$ cat src/rtl/pipe_ctrl.sv
// -----------------------------------------------------------------------------
// pipe_ctrl -- hazard, flush and memory-stall controller for a 4-register
// in-order pipeline (IF/ID, ID/EX, EX/MEM, MEM/WB).
//
// Ports
//   clk, reset           clock; synchronous active-high reset
//   id_rs1, id_rs2       source registers of the ID instruction
//   id_use_rs1/_rs2      ID instruction really reads rs1 / rs2
//   ex_rd, ex_memread    destination register / load flag of the EX instruction
//   mem_branch_taken     branch in MEM resolved taken
//   mem_busy             data memory not ready this cycle
//   *_en, *_clr          combinational load enables / synchronous clears
//   valid[3:0]           per-register valid bits (IF/ID .. MEM/WB)
//   stall_cnt, flush_cnt saturating event counters
//   timeout_err          sticky mem_busy timeout flag
//   state                RUN=0, MEMWAIT=1, HALT=2
// -----------------------------------------------------------------------------
module pipe_ctrl #(
  parameter int MAX_WAIT = 16,
  parameter int CNT_W    = 16
) (
  input  logic             clk,
  input  logic             reset,
  input  logic [4:0]       id_rs1,
  input  logic [4:0]       id_rs2,
  input  logic             id_use_rs1,
  input  logic             id_use_rs2,
  input  logic [4:0]       ex_rd,
  input  logic             ex_memread,
  input  logic             mem_branch_taken,
  input  logic             mem_busy,
  output logic             pc_en,
  output logic             ifid_en,
  output logic             idex_en,
  output logic             exmem_en,
  output logic             memwb_en,
  output logic             ifid_clr,
  output logic             idex_clr,
  output logic             exmem_clr,
  output logic             memwb_clr,
  output logic [3:0]       valid,
  output logic [CNT_W-1:0] stall_cnt,
  output logic [CNT_W-1:0] flush_cnt,
  output logic             timeout_err,
  output logic [1:0]       state
);

  localparam int WAIT_W = $clog2(MAX_WAIT + 1);

  typedef enum logic [1:0] {
    RUN     = 2'd0,
    MEMWAIT = 2'd1,
    HALT    = 2'd2
  } state_t;

  state_t              st, st_nxt;
  logic [WAIT_W-1:0]   wait_cnt, wait_nxt;
  logic                tmo_set;
  logic                lu, fl, frozen;

  function automatic logic [CNT_W-1:0] sat_inc(input logic [CNT_W-1:0] v);
    return (&v) ? v : v + CNT_W'(1);
  endfunction

  // Register 31 is the zero register, so a load targeting it never hazards.
  assign lu = valid[1] & valid[0] & ex_memread & (ex_rd != 5'd31) &
              ((id_use_rs1 & (id_rs1 == ex_rd)) | (id_use_rs2 & (id_rs2 == ex_rd)));
  assign fl = mem_branch_taken & valid[2];

  // Any busy cycle or HALT freezes the whole pipeline, valid bits included.
  assign frozen = (st == HALT) | mem_busy;
  assign state  = st;

  always_comb begin
    pc_en     = 1'b1;
    ifid_en   = 1'b1;
    idex_en   = 1'b1;
    exmem_en  = 1'b1;
    memwb_en  = 1'b1;
    ifid_clr  = 1'b0;
    idex_clr  = 1'b0;
    exmem_clr = 1'b0;
    memwb_clr = 1'b0;
    st_nxt    = st;
    wait_nxt  = wait_cnt;
    tmo_set   = 1'b0;
    if (reset) begin
      {pc_en, ifid_en, idex_en, exmem_en, memwb_en} = 5'b00000;
      {ifid_clr, idex_clr, exmem_clr, memwb_clr}    = 4'b1111;
    end else if (st == HALT) begin
      {pc_en, ifid_en, idex_en, exmem_en, memwb_en} = 5'b00000;
    end else if (mem_busy) begin
      {pc_en, ifid_en, idex_en, exmem_en, memwb_en} = 5'b00000;
      if (st == RUN) begin
        st_nxt   = MEMWAIT;
        wait_nxt = WAIT_W'(1);
      end else if (wait_cnt == WAIT_W'(MAX_WAIT)) begin
        // MAX_WAIT busy cycles already tolerated; this one times out.
        st_nxt  = HALT;
        tmo_set = 1'b1;
      end else begin
        wait_nxt = wait_cnt + WAIT_W'(1);
      end
    end else begin
      // MEMWAIT with memory ready behaves exactly like RUN for this cycle.
      st_nxt   = RUN;
      wait_nxt = '0;
      if (fl) begin
        ifid_clr  = 1'b1;
        idex_clr  = 1'b1;
        exmem_clr = 1'b1;
      end else if (lu) begin
        pc_en    = 1'b0;
        ifid_en  = 1'b0;
        idex_clr = 1'b1;
      end
    end
  end

  always_ff @(posedge clk) begin
    if (reset) begin
      st          <= RUN;
      wait_cnt    <= '0;
      valid       <= 4'b0000;
      stall_cnt   <= '0;
      flush_cnt   <= '0;
      timeout_err <= 1'b0;
    end else begin
      st       <= st_nxt;
      wait_cnt <= wait_nxt;
      if (tmo_set)
        timeout_err <= 1'b1;
      if (!frozen) begin
        // A stall keeps the ID instruction in place; the bubble goes into ID/EX.
        valid[0] <= (lu & ~fl) ? valid[0] : ~fl;
        valid[1] <= valid[0] & ~fl & ~lu;
        valid[2] <= valid[1] & ~fl;
        valid[3] <= valid[2];
      end
      if (st != HALT && (mem_busy || (lu && !fl)))
        stall_cnt <= sat_inc(stall_cnt);
      if (st != HALT && !mem_busy && fl)
        flush_cnt <= sat_inc(flush_cnt);
    end
  end

endmodule

$ cat config.mk
export PLATFORM = sky130hd
export DESIGN_NAME = pipe_ctrl
export DESIGN_NICKNAME = d
export VERILOG_FILES = /design/src/rtl/pipe_ctrl.sv
export SDC_FILE = /design/constraint.sdc
export NUM_CORES = 1
export LEC_CHECK = 0
export CAP_MARGIN = 20
export CELL_PAD_IN_SITES_DETAIL_PLACEMENT = 0
export CELL_PAD_IN_SITES_GLOBAL_PLACEMENT = 1
export CORE_ASPECT_RATIO = 1.25
export CORE_MARGIN = 2
export CORE_UTILIZATION = 34
export CTS_CLUSTER_SIZE = 8
export DETAILED_ROUTE_END_ITERATION = 6
export HOLD_SLACK_MARGIN = 0.1
export PLACE_DENSITY = 0.85
export SLEW_MARGIN = 15
export SYNTH_ARGS = -nofsm -noshare
export SYNTH_HDL_FRONTEND = slang
export SYNTH_SLANG_ARGS = --single-unit
$ cat constraint.sdc
create_clock -name clk -period 2.48 [get_ports clk]
set_input_delay 0.62 -clock clk [delete_from_list [all_inputs] [get_ports clk]]
set_output_delay 0.62 -clock clk [all_outputs]
set_load 0.03 [all_outputs]
==> impl_metrics.json <==
{
  "vias": 2315,
  "dp_hpwl_um": 4530,
  "p_int_mw": 1.13,
  "synth_ff_type": "dfxtp_1",
  "overflow": 0,
  "grt_pass1_wl_um": 10000,
  "via_per_inst": 5.12,
  "critPathMaxFanout": 4,
  "antenna_found_initial": 0,
  "utilization_pct": 51.2,
  "fp.coreArea_mm2": 0.00657,
  "finalHoldViolCount": 0,
  "drc": 0,
  "min_period_ns": 2.45,
  "slew_violations": 0,
  "crit_path_cell_trace": "clkdlybuf4s50_1 > nand2_2 > buf_4 > a311oi_4 > buf_6",
  "max_stage_delay_ns": 0.47,
  "die_w_um": 77.5,
  "fillers": 640,
  "worst_pin_slew_ns": 0.631,
  "fin_crit_sh_pct": 98.7,
  "clkSinkCount": 44,
  "critPathBufInv": 3,
  "grt_setup_unrepaired": "yes",
  "cts-buffers-inserted": 5,
  "p_leak_nw": 1.22,
  "diodes": 0,
  "synth_async_sr_flop_share_pct": 0,
  "syn_to_final_growth_pct": 46.2,
  "cts.path.max_buffers": 2,
  "ys_seq_area_share_pct": 38.3,
  "grt_util_all_layers_pct": 16.7,
  "io_buffer_count": 69,
  "crit_slowest_cell": "clkdlybuf4s50_1",
  "clkLatencyLatePin_ns": 0.30,
  "synthCells": 280,
  "p_comb_share_pct": 12.6,
  "seq_power_share_pct": 48.2,
  "syn_nets": 306,
  "p_per_area_mw_per_mm2": 446,
  "die-area_mm2": 0.00744,
  "outcome": "complete, no violations",
  "wl_per_cell_um": 13.8,
  "syn_area_mm2": 0.00230,
  "cts_tree": "done",
  "rows": 33,
  "cts-root-buf": "clkbuf_8",
  "end_kind": "primary output",
  "p_sw_mw": 0.369,
  "worstHoldPathType": "flop to flop",
  "gp_congestion": 0.749,
  "pwr-share-clk_pct": 39.3,
  "startpoint_type": "primary input",
  "ys_seq_elements": 44,
  "drv_cap": 0,
  "first_global_vias": 2191,
  "synth-edff-count": 0,
  "required_ns": 1.86,
  "initial_utilization_pct": 35.0,
  "cts_hold_repair.buffers": 0,
  "final_layout_size_suffix_gt1_share_pct": 20.8,
  "ir_worst_vdd_v": 0.000237,
  "switching_share_pct": 24.6,
  "antenna_left": 0,
  "holdWs_ns": 0.480,
  "nets": 390,
  "setup_violations": 0,
  "path_clk_slew_ns": 0.09,
  "max_freq_mhz": 408,
  "firstDrtPassIters": 4,
  "fin_skew_ns": 0.00724,
  "grt_max_degree": 22,
  "routed_wl_um": 6260,
  "critPathTopFamily": "buffers and inverters",
  "drt_iter0_drc": 60,
  "die_y_um": 95.9,
  "htree_levels": 2,
  "syn_area_per_cell_um2": 8.21,
  "relSlewSlack_pct": 57.8,
  "ios": 70,
  "yosysWarnings": 0,
  "crit_type": "primary input to primary output",
  "arrival_ns": 1.83,
  "synth_cell_types": 45
}
cells in the mapped netlist, types with 4 or more instances:
cell	instances	area (um2)
dfxtp_1	44	881
nand2_1	29	109
nor2_1	29	109
a21oi_1	26	130
xnor2_1	17	149
nand3_1	10	50.1
nand4_1	10	62.6
o31ai_1	9	67.6
or4_1	9	67.6
or3_1	8	50.1
buf_4	6	45.0
clkbuf_1	6	22.5
inv_1	6	22.5
nor2b_1	6	37.5
nor3_1	6	30.0
o21ai_0	5	25.0
o21ai_1	5	25.0
xor2_1	5	43.8
ha_1	4	50.1
mux2_1	4	45.0
power groups by stage:
stage	Combinational, mW	Clock, mW	Sequential [mW]
after global routing	0.202	0.632	0.722
after global placement	0.177	0	0.737
final	0.188	0.589	0.721
after detailed placement	0.179	0	0.737
after CTS	0.176	0.601	0.721
after floorplan	0.0821	0	0.749
path summary, 6_finish.rpt:
kind,start,to,slack [ns],cells past startpoint
min reg2reg,timeout_err$_SDFFE_PP0P_,timeout_err$_SDFFE_PP0P_,0.48,2
max reg2reg,stall_cnt[0]$_SDFFE_PP0P_,stall_cnt[6]$_SDFFE_PP0P_,0.25,7
max,mem_branch_taken,ifid_en,0.03,5
min,timeout_err$_SDFFE_PP0P_,timeout_err$_SDFFE_PP0P_,0.48,2
through the flow:
stage	std cells	power, mW	cell area [um2]	setup TNS, ns	setup slack (ns)
2_1_floorplan	280	0.831	2300	0	0.0266
3_3_place_gp	441	0.914	3150	-4.05	-0.309
3_5_place_dp	441	0.917	3150	-4.51	-0.326
4_1_cts	450	1.50	3310	0	0.00460
5_1_grt	452	1.56	3360	-0.0403	-0.0194
6_report	452	1.50	3360	0	0.0316
placed cells by master, fill, tap and decap left out, drive strengths merged, types with 2 or more instances in the layout:
master and n:
clkbuf 16, o22ai 2, a211oi 2, o31ai 9, o21ai 10, xnor2 17
dlymetal6s2s 2, clkdlybuf4s50 40, a21oi 26, nor4 3, and3 4, nor2 29
xor2 5, and4 2, nand2 29, or3 8, mux2 4, nor3 7
or2 2, nor2b 6, buf 38, nand3 10, or4b 2, ha 4
a31oi 2, or4 9, dfxtp 44, inv 6, nand4 10, dlygate4sd2 3
nand2b 2
kinds of logic after synthesis:
logic type / after synthesis / share of synthesized area (%)
compound gates: 55 / 14.3
xor+xnor: 22 / 8.38
fa+ha+maj: 4 / 2.18
buf+inv: 23 / 4.84
flops: 44 / 38.3
mux: 5 / 2.40
simple gates: 127 / 29.6
flip-flops by register name (all words and copies together) (netlist names):
signal and count:
timeout_err 1, flush_cnt 16, valid 4, stall_cnt 16
wait_cnt 5, state 2
worst min-delay path, delay by kind of cell (launching register included):
kind | cells | cell delay, ns
AND/OR/NAND/NOR | 2 | 0.12
flip-flops | 1 | 0.33
layer usage:
metal	vias up	wire length, um	part of all wire (%)	GRT usage [%]
met5	-	0	0	0
met4	0	107	1.7	5.36
met3	9	301	4.8	4.22
met2	57	3130	50	29.9
met1	1084	2720	44	19.6
li1	1165	-	-	-
what timing repair did:
action	4_1_cts	5_1_grt
pin swaps	16	19
hold endpoints to repair	0	0
setup buffers	1	2
resized for setup	31	46
endpoints found under the setup margin	8	3
layout make-up:
| cell class | count | area (um2) | share of cell area (%) |
|---|---|---|---|
| well taps | 87 | 109 | 3.24 |
| inverters | 6 | 22.5 | 0.670 |
| repair buffers | 94 | 813 | 24.2 |
| flip-flops and latches | 44 | 881 | 26.2 |
| clock buffers | 6 | 82.6 | 2.46 |
| clock inverters | 2 | 38.8 | 1.15 |
| multi-input cells | 213 | 1410 | 42.1 |
No activity file was read; power rests on OpenSTA's default activity.
